$ cat src/rtl/i2c_regmap_pkg.sv
// Shared types and constants for the I2C register-map controller.
package i2c_regmap_pkg;

    typedef enum logic [1:0] {
        ST_IDLE = 2'd0,
        ST_PTR  = 2'd1,
        ST_WR   = 2'd2,
        ST_RD   = 2'd3
    } state_t;

    localparam logic [7:0] TX_IDLE_BYTE = 8'hFF;
    localparam logic [7:0] REG_RESET    = 8'h00;

endpackage

$ cat src/rtl/i2c_regmap_ctrl_if.sv
// Bundle of peripheral byte events, fabric register port and write-event outputs.
interface i2c_regmap_ctrl_if #(
    parameter int unsigned NUM_REGS = 16
);
    localparam int unsigned PTR_W = $clog2(NUM_REGS);

    logic             i2c_start;
    logic             i2c_rw;
    logic             i2c_stop;
    logic             i2c_rx_valid;
    logic [7:0]       i2c_rx_data;
    logic             i2c_tx_req;
    logic [7:0]       i2c_tx_data;
    logic             i2c_tx_valid;
    logic [PTR_W-1:0] reg_addr;
    logic             reg_we;
    logic [7:0]       reg_wdata;
    logic             reg_ready;
    logic [7:0]       reg_rdata;
    logic             wr_event;
    logic [PTR_W-1:0] wr_event_addr;

    modport slave (
        input  i2c_start, i2c_rw, i2c_stop, i2c_rx_valid, i2c_rx_data, i2c_tx_req,
        input  reg_addr, reg_we, reg_wdata,
        output i2c_tx_data, i2c_tx_valid, reg_ready, reg_rdata, wr_event, wr_event_addr
    );

    modport master (
        output i2c_start, i2c_rw, i2c_stop, i2c_rx_valid, i2c_rx_data, i2c_tx_req,
        output reg_addr, reg_we, reg_wdata,
        input  i2c_tx_data, i2c_tx_valid, reg_ready, reg_rdata, wr_event, wr_event_addr
    );

endinterface

$ cat src/rtl/i2c_regmap_ram.sv
// NUM_REGS x 8 register file: one prioritised write port (I2C over fabric) and two
// registered read ports. Reads return the pre-write value on a same-cycle collision.
module i2c_regmap_ram
    import i2c_regmap_pkg::*;
#(
    parameter int unsigned NUM_REGS = 16,
    parameter int unsigned PTR_W    = $clog2(NUM_REGS)
) (
    input  logic             clk,
    input  logic             rst,
    input  logic             i_i2c_we,
    input  logic [PTR_W-1:0] i_i2c_waddr,
    input  logic [7:0]       i_i2c_wdata,
    input  logic             i_fab_we,
    input  logic [PTR_W-1:0] i_fab_waddr,
    input  logic [7:0]       i_fab_wdata,
    input  logic             i_i2c_re,
    input  logic             i_i2c_idle,
    input  logic [PTR_W-1:0] i_i2c_raddr,
    input  logic [PTR_W-1:0] i_fab_raddr,
    output logic [7:0]       o_i2c_rdata,
    output logic [7:0]       o_fab_rdata
);

    logic [7:0] r_mem [NUM_REGS];
    logic [7:0] r_i2c_rdata;
    logic [7:0] r_fab_rdata;

    always_ff @(posedge clk) begin
        if (rst) begin
            for (int i = 0; i < int'(NUM_REGS); i++) begin
                r_mem[i] <= REG_RESET;
            end
            r_i2c_rdata <= TX_IDLE_BYTE;
            r_fab_rdata <= REG_RESET;
        end else begin
            if (i_i2c_we) begin
                r_mem[i_i2c_waddr] <= i_i2c_wdata;
            end else if (i_fab_we) begin
                r_mem[i_fab_waddr] <= i_fab_wdata;
            end

            // I2C read port holds its byte between requests; non-RD requests get the idle byte
            if (i_i2c_re) begin
                r_i2c_rdata <= r_mem[i_i2c_raddr];
            end else if (i_i2c_idle) begin
                r_i2c_rdata <= TX_IDLE_BYTE;
            end

            r_fab_rdata <= r_mem[i_fab_raddr];
        end
    end

    assign o_i2c_rdata = r_i2c_rdata;
    assign o_fab_rdata = r_fab_rdata;

endmodule

$ cat src/rtl/i2c_regmap_ctrl.sv
// I2C transaction sequencer: pointer load, register write/read with optional auto-increment.
// Build option: define REGMAP_AUTOINC_EN to advance the pointer after each WR/RD byte.
module i2c_regmap_ctrl
    import i2c_regmap_pkg::*;
#(
    parameter int unsigned NUM_REGS = 16
) (
    input  logic            clk,
    input  logic            rst,
    i2c_regmap_ctrl_if.slave bus
);

    localparam int unsigned PTR_W = $clog2(NUM_REGS);

`ifdef REGMAP_AUTOINC_EN
    localparam bit AUTOINC = 1'b1;
`else
    localparam bit AUTOINC = 1'b0;
`endif

    state_t           r_state;
    logic [PTR_W-1:0] r_ptr;
    logic             r_wr_event;
    logic [PTR_W-1:0] r_wr_event_addr;
    logic             r_tx_valid;

    logic             w_in_rd;
    logic             w_tx_hit;
    logic             w_tx_idle;
    logic             w_i2c_we;
    logic             w_ptr_load;
    logic             w_reg_ready;
    logic             w_fab_we;
    logic [PTR_W-1:0] w_ptr_inc;
    logic [7:0]       w_i2c_rdata;
    logic [7:0]       w_fab_rdata;

    assign w_in_rd     = (r_state == ST_RD);
    assign w_tx_hit    = bus.i2c_tx_req & w_in_rd;
    assign w_tx_idle   = bus.i2c_tx_req & ~w_in_rd;
    // A START in the same cycle as a payload byte discards the byte
    assign w_i2c_we    = (r_state == ST_WR) & bus.i2c_rx_valid & ~bus.i2c_start;
    assign w_ptr_load  = (r_state == ST_PTR) & bus.i2c_rx_valid & ~bus.i2c_start;
    assign w_reg_ready = ~((r_state == ST_WR) & bus.i2c_rx_valid);
    assign w_fab_we    = bus.reg_we & w_reg_ready;
    assign w_ptr_inc   = AUTOINC ? (r_ptr + PTR_W'(1)) : r_ptr;

    always_ff @(posedge clk) begin
        if (rst) begin
            r_state         <= ST_IDLE;
            r_ptr           <= '0;
            r_wr_event      <= 1'b0;
            r_wr_event_addr <= '0;
            r_tx_valid      <= 1'b0;
        end else begin
            r_wr_event <= w_i2c_we;
            r_tx_valid <= bus.i2c_tx_req;
            if (w_i2c_we) begin
                r_wr_event_addr <= r_ptr;
            end

            // START overrides everything; STOP is applied after the byte of the same cycle
            if (bus.i2c_start) begin
                r_state <= bus.i2c_rw ? ST_RD : ST_PTR;
            end else if (bus.i2c_stop) begin
                r_state <= ST_IDLE;
            end else if (w_ptr_load) begin
                r_state <= ST_WR;
            end

            if (w_ptr_load) begin
                r_ptr <= bus.i2c_rx_data[PTR_W-1:0];
            end else if (w_i2c_we || w_tx_hit) begin
                r_ptr <= w_ptr_inc;
            end
        end
    end

    i2c_regmap_ram #(
        .NUM_REGS (NUM_REGS),
        .PTR_W    (PTR_W)
    ) u_ram (
        .clk         (clk),
        .rst         (rst),
        .i_i2c_we    (w_i2c_we),
        .i_i2c_waddr (r_ptr),
        .i_i2c_wdata (bus.i2c_rx_data),
        .i_fab_we    (w_fab_we),
        .i_fab_waddr (bus.reg_addr),
        .i_fab_wdata (bus.reg_wdata),
        .i_i2c_re    (w_tx_hit),
        .i_i2c_idle  (w_tx_idle),
        .i_i2c_raddr (r_ptr),
        .i_fab_raddr (bus.reg_addr),
        .o_i2c_rdata (w_i2c_rdata),
        .o_fab_rdata (w_fab_rdata)
    );

    assign bus.i2c_tx_data   = w_i2c_rdata;
    assign bus.i2c_tx_valid  = r_tx_valid;
    assign bus.reg_ready     = w_reg_ready;
    assign bus.reg_rdata     = w_fab_rdata;
    assign bus.wr_event      = r_wr_event;
    assign bus.wr_event_addr = r_wr_event_addr;

endmodule

$ cat src/flat_wrapper.sv
// flat-port wrapper written by rule: the top's interface ports become plain ports
module i2c_regmap_ctrl_flat import i2c_regmap_pkg::*;
#(
    parameter int unsigned NUM_REGS = 16
)
  (clk, rst, bus_i2c_start, bus_i2c_rw, bus_i2c_stop, bus_i2c_rx_valid, bus_i2c_rx_data, bus_i2c_tx_req, bus_reg_addr, bus_reg_we, bus_reg_wdata, bus_i2c_tx_data, bus_i2c_tx_valid, bus_reg_ready, bus_reg_rdata, bus_wr_event, bus_wr_event_addr);
  i2c_regmap_ctrl_if #(.NUM_REGS(NUM_REGS)) bus_i ();
  input  logic clk;
  input  logic rst;
  input wire logic [$bits(bus_i.i2c_start)-1:0] bus_i2c_start;
  input wire logic [$bits(bus_i.i2c_rw)-1:0] bus_i2c_rw;
  input wire logic [$bits(bus_i.i2c_stop)-1:0] bus_i2c_stop;
  input wire logic [$bits(bus_i.i2c_rx_valid)-1:0] bus_i2c_rx_valid;
  input wire logic [$bits(bus_i.i2c_rx_data)-1:0] bus_i2c_rx_data;
  input wire logic [$bits(bus_i.i2c_tx_req)-1:0] bus_i2c_tx_req;
  input wire logic [$bits(bus_i.reg_addr)-1:0] bus_reg_addr;
  input wire logic [$bits(bus_i.reg_we)-1:0] bus_reg_we;
  input wire logic [$bits(bus_i.reg_wdata)-1:0] bus_reg_wdata;
  output wire logic [$bits(bus_i.i2c_tx_data)-1:0] bus_i2c_tx_data;
  output wire logic [$bits(bus_i.i2c_tx_valid)-1:0] bus_i2c_tx_valid;
  output wire logic [$bits(bus_i.reg_ready)-1:0] bus_reg_ready;
  output wire logic [$bits(bus_i.reg_rdata)-1:0] bus_reg_rdata;
  output wire logic [$bits(bus_i.wr_event)-1:0] bus_wr_event;
  output wire logic [$bits(bus_i.wr_event_addr)-1:0] bus_wr_event_addr;
  assign bus_i.i2c_start = bus_i2c_start;
  assign bus_i.i2c_rw = bus_i2c_rw;
  assign bus_i.i2c_stop = bus_i2c_stop;
  assign bus_i.i2c_rx_valid = bus_i2c_rx_valid;
  assign bus_i.i2c_rx_data = bus_i2c_rx_data;
  assign bus_i.i2c_tx_req = bus_i2c_tx_req;
  assign bus_i.reg_addr = bus_reg_addr;
  assign bus_i.reg_we = bus_reg_we;
  assign bus_i.reg_wdata = bus_reg_wdata;
  assign bus_i2c_tx_data = bus_i.i2c_tx_data;
  assign bus_i2c_tx_valid = bus_i.i2c_tx_valid;
  assign bus_reg_ready = bus_i.reg_ready;
  assign bus_reg_rdata = bus_i.reg_rdata;
  assign bus_wr_event = bus_i.wr_event;
  assign bus_wr_event_addr = bus_i.wr_event_addr;
  i2c_regmap_ctrl #(.NUM_REGS(NUM_REGS)) u_core (.clk(clk), .rst(rst), .bus(bus_i));
endmodule
$ cat config.mk
export PLATFORM = sky130hd
export DESIGN_NAME = i2c_regmap_ctrl_flat
export DESIGN_NICKNAME = d
export VERILOG_FILES = /design/src/rtl/i2c_regmap_pkg.sv /design/src/rtl/i2c_regmap_ctrl_if.sv /design/src/rtl/i2c_regmap_ram.sv /design/src/rtl/i2c_regmap_ctrl.sv /design/src/flat_wrapper.sv
export SDC_FILE = /design/constraint.sdc
export NUM_CORES = 1
export LEC_CHECK = 0
export CORE_UTILIZATION = 60
export CTS_BUF_LIST = sky130_fd_sc_hd__clkbuf_2 sky130_fd_sc_hd__clkbuf_4 sky130_fd_sc_hd__clkbuf_8
export CTS_CLUSTER_DIAMETER = 60
export DETAILED_ROUTE_END_ITERATION = 8
export PLACE_DENSITY = 0.78
export SLEW_MARGIN = 40
export SYNTH_ARGS = -nofsm -noshare
export SYNTH_HDL_FRONTEND = slang
export SYNTH_SLANG_ARGS = --single-unit
$ cat constraint.sdc
create_clock -name clk -period 4.96 [get_ports clk]
set_clock_uncertainty 0.1 [all_clocks]
set_input_delay 0.744 -clock clk [delete_from_list [all_inputs] [get_ports clk]]
set_output_delay 0.744 -clock clk [all_outputs]
set_load 0.005 [all_outputs]
-- Word level (Yosys, flattened, before mapping)
Memories as Yosys holds them, arrays and structs flattened. A register that Yosys moved wholly into a read port is not among the register bits.
Index checks and enable logic that the tools add are counted.
- equality and inequality tests: 3
- mux-type cells: 23
- bitwise gates (word level): 10
- reductions and logical operators: 4
- operators by type and width (kind ; number):
    two-way mux 8 bit ; 4
    two-way mux 4 bit ; 4
    OR reduction 8 bit ; 2
    two-way mux 1 bit ; 11
    two-way mux 2 bit ; 4
    AND 1 bit ; 7
    equality test 2 bit, second input constant ; 2
    inverter 1 bit ; 3
    nonzero test 3 bit ; 1
    equality test 2 x 1 -> 1 bit, second input constant ; 1
    nonzero test 2 bit ; 1
- bits of input ports: 28
- register bits after elaboration: 20
- memories kept: 1
- RAM bits: 128
- memory list (memory ; depth ; width ; read ports ; clocked after Yosys merged registers in ; write ports ; RTL line ; text):
    u_core.u_ram.r_mem ; 16 ; 8 ; 2 ; 2 ; 16 ; i2c_regmap_ram.sv:25 ; logic [7:0] r_mem [NUM_REGS];

-- Longest topological paths before layout
- word-level depth: 10
- mapped depth: 8
- depth with buffers taken out: 5

-- Modules after synthesis
Synthesis repeated with hierarchy kept, for this count alone.
- cells, all modules: 546
- area, all modules: 7759.9 um^2
- by module, submodules not included (module ; cells an instance ; area an instance (um^2) ; instances):
    i2c_regmap_ram ; 495 ; 7235.7 ; 1
    i2c_regmap_ctrl ; 51 ; 524.3 ; 1

-- Worst setup path before layout
OpenSTA, ideal clock, no wires.
- path kind: input to register
- start point: in bus_i2c_start
- end point: mem u_core.u_ram.r_mem[12][0], enable pin
- cell stages on the path: 7
- required time: 4.531 ns
- setup slack: 2.555 ns
- arrival time: 1.976 ns
- setup time: 0.329 ns
- cells stage by stage: buf_2 > nor4bb_1 > buf_2 > a21o_1 > buf_6 > o211ai_2 > nand2_1
- RTL lines (item ; RTL line ; text):
    start, declared ; flat_wrapper.sv:10 ; input wire logic [$bits(bus_i.i2c_start)-1:0] bus_i2c_start;
    end, declared ; i2c_regmap_ram.sv:25 ;

==> impl_metrics.py <==
metrics = {
    "clock_network": {
        "cts_setup_buffers": 0,
        "clockBufferDepth": 2,
        "htree_levels": 4,
        "ctsHoldBuffers": 0,
        "ctsResizeCount": 0,
        "cts_tree": "built",
        "clock-sinks": 160,
        "clk_latency_ps": 460,
        "cts.clk_slew.worst_paths_ps": 80,
        "cts_buffers": 17,
        "cts-root-buf": "clkbuf_8",
    },
    "sta": {
        "setup_violations": 0,
        "layout_min_cycle_time_ps": 3450,
        "period_share_pct": 69.5,
        "fmax_mhz": 290,
        "hold_violations": 0,
        "rsz0062_at_grt": "false",
        "slew_headroom_pct": 41.8,
        "worst_pin_slew_ps": 869,
        "slew_viol_final": 0,
        "setup_tns_ps": 0,
    },
    "final_layout": {
        "fin_util_pct": 68.9,
        "fill_cells": 1002,
        "drive_above_1_share_pct": 18.2,
        "stdcell_count": 917,
        "area_growth_pct": 10.8,
        "diodes": 0,
        "fin_nets": 752,
    },
    "die": {
        "start_util_pct": 62.2,
        "io_pins": 51,
        "die_h_um": 123,
        "core_um2": 14000,
        "dieArea_um2": 15000,
        "row_count": 43,
        "die_w_um": 123,
    },
    "critical_path": {
        "rr_startpoint": "u_core.r_state[0]",
        "worstSetupPathType": "in2reg",
        "crit_path_end_kind": "flop",
        "arrival_ps": 3450,
        "r2r_slack_ps": 1830,
        "critical-path-top-delay-family": "simple AND/OR/NAND/NOR gates",
        "ff2ff_path_depth": 5,
        "endpoint": "u_core.u_ram.r_mem[3][4]",
        "timing.rr.end": "u_core.u_ram.r_mem[3][4]",
        "crit_path_start_kind": "primary input",
        "slowest_delay_ps": 630,
        "path_cells": "clkdlybuf4s50_1 > and3b_1 > inv_2 > nand3_4 > nor3_1 > a221o_1",
        "cp-startpoint": "bus_i2c_rx_valid",
        "critical_path.max_fanout": 35,
        "crit_cells": 6,
        "slowest_stage": "nor3_1",
        "required_ps": 4970,
        "cp_num_buf_inv": 2,
    },
    "run_status": {
        "outcome": "complete, no violations",
    },
    "synthesis": {
        "ys_async_sr_fraction_pct": 0,
        "yosysUniqueCellTypes": 44,
        "yosysSeqAreaShare_pct": 51.3,
        "synth-seq-cells": 160,
        "syn_avg_cell_area_um2": 12.5,
        "ys.flop_type": "edfxtp_1",
        "synth_area_um2": 8730,
        "synth_fa_ha_area_share_pct": 0,
        "synth_xor_area_share_pct": 0,
        "synth_cells": 697,
        "synth_edf_count": 128,
        "synth_nets": 725,
        "yosysWarnings": 0,
        "synth_simple_gate_area_share_pct": 13.9,
        "synth_top_family_by_area": "multiplexers",
        "synth_compound_area_share_pct": 6.72,
        "synth.mux.area_fraction_pct": 24.3,
    },
    "route": {
        "dr.pass1.iters": 5,
        "drcViolationCount": 0,
        "drt_first_iter_violations": 810,
        "num_vias": 6283,
        "vias_per_cell": 6.85,
        "routed_wl_mm": 23.8,
        "wl_per_cell_um": 26.0,
        "antenna_left": 0,
    },
    "global_route": {
        "track_usage_pct": 33.3,
        "grt_pass1_vias": 6097,
        "grt_pass1_wl_mm": 35.1,
        "grt_remaining_overflow": 0,
        "antenna_found_initial": 0,
        "grt_max_degree": 41,
    },
    "power_and_ir_drop": {
        "power_frac_seq_pct": 52.3,
        "ir_drop_mv": 0.209,
        "powerDensity_nw_per_um2": 303,
        "switchingPower_w": 0.000694,
        "switching_share_pct": 23.6,
        "p_int_w": 0.00224,
        "p_clk_share_pct": 35.9,
        "comb_power_share_pct": 11.8,
        "p_leak_nw": 3.35,
        "total_power_w": 0.00293,
    },
    "placement": {
        "placedCellCount": 882,
        "dpl.hpwl_mm": 16.3,
        "gp_congestion": 0.874,
        "io_buffers": 50,
    },
    "flow_run": {
        "maxCapViolations": 0,
    },
    "worst_hold_path": {
        "hold_path_class": "reg2reg",
        "min_from": "u_core.bus.wr_event_addr[0]",
    },
}
-- cells in the mapped netlist (all sizes together) (8+ instances only) --
master,count,area (µm²)
dfxtp,32,641
nor2b,15,93.8
o211ai,8,135
o22ai,8,50.1
buf,44,278
nand2,69,259
nor2,149,559
clkbuf,10,37.5
a22oi,8,60.1
mux4,48,1080
mux2,32,443
edfxtp,128,3840
a31oi,8,50.1
a221o,12,120
mux2i,60,601
-- power by group through the flow --
stage	sequential, W	combinational [W]	clock (W)
after floorplan	0.00155	0.000229	0
after global placement	0.00156	0.000330	0
after detailed placement	0.00156	0.000340	0
after CTS	0.00153	0.000341	0.00105
after global routing	0.00154	0.000362	0.00110
final	0.00153	0.000347	0.00105
-- worst min-delay path by stage --
stage                                  end  slack [ps]  cells after the start
2_1_floorplan  u_core.bus.wr_event_addr[1]         370                      2
3_3_place_gp   u_core.bus.wr_event_addr[0]         370                      2
3_5_place_dp   u_core.bus.wr_event_addr[0]         370                      2
4_1_cts        u_core.bus.wr_event_addr[0]         390                      2
5_1_grt        u_core.bus.wr_event_addr[0]         400                      2
6_report       u_core.bus.wr_event_addr[0]         390                      2
-- through the flow --
step	hold slack (ps)	instance area, µm²	setup slack [ps]
after floorplan	370	8730	2560
after global placement	374	9200	1210
after detailed placement	369	9210	1060
after CTS	389	9640	1540
after global routing	404	9680	1360
final	392	9680	1510
-- registers in the layout, summed over array words and instances, names as in the netlist, named ones only --
signal	cells
u_core.u_ram.o_i2c_rdata	8
u_core.u_ram.r_mem	128
u_core.r_state	2
u_core.r_ptr	4
u_core.bus.i2c_tx_valid	1
u_core.bus.wr_event	1
u_core.u_ram.o_fab_rdata	8
u_core.bus.wr_event_addr	4
-- cells in the final DEF (no fill, tap or decap), drive strengths merged, types with 4 or more instances in the layout --
cell type / netlist / layout
and3: 4 / 4
nand4b: 5 / 5
nor4: 4 / 4
a21oi: 5 / 5
mux2: 32 / 32
clkinv: 0 / 5
o22ai: 8 / 8
and4: 4 / 4
nand3: 4 / 4
bufinv: 0 / 4
mux4: 48 / 48
edfxtp: 128 / 128
nand3b: 5 / 5
a22oi: 8 / 8
mux2i: 60 / 60
o211ai: 8 / 8
dfxtp: 32 / 32
nand2: 69 / 69
nor2: 149 / 149
a31oi: 8 / 8
o311a: 4 / 4
a221o: 12 / 12
clkdlybuf4s50: 0 / 48
o21ai: 4 / 4
buf: 44 / 14
o31a: 4 / 4
a32oi: 5 / 5
clkbuf: 10 / 23
nor2b: 15 / 15
-- area by class of cell --
type / count / area (µm²) / area share, %
clock inverters: 9 / 139 / 1.43
inverters: 3 / 11.3 / 0.116
well taps: 180 / 225 / 2.33
repair buffers: 62 / 606 / 6.25
flip-flops and latches: 160 / 4490 / 46.3
multi-input cells: 480 / 3920 / 40.5
clock buffers: 23 / 292 / 3.01
-- per-layer routing --
layer / routed length, µm / global-route usage [%] / vias to the layer above
met5: 0 / 0 / -
met4: 988 / 16.0 / 0
met3: 2350 / 5.99 / 65
met2: 11700 / 54.4 / 434
met1: 8710 / 43.0 / 3098
li1: - / - / 2686
-- logic make-up (layout without fill, tap and decap cells) --
| kind of cell | after synthesis | after routing |
|---|---|---|
| and+or+nand+nor | 273 | 273 |
| muxes | 140 | 140 |
| DFF | 160 | 160 |
| AOI/OAI and AO/OA | 67 | 67 |
| buffers and inverters | 57 | 97 |
-- tightest hold or removal path: cells and delay by family (launching register included) --
family          cells  cell delay, ps
compound gates      2             130
flops               1             320
No activity file was read; power rests on OpenSTA's default activity.
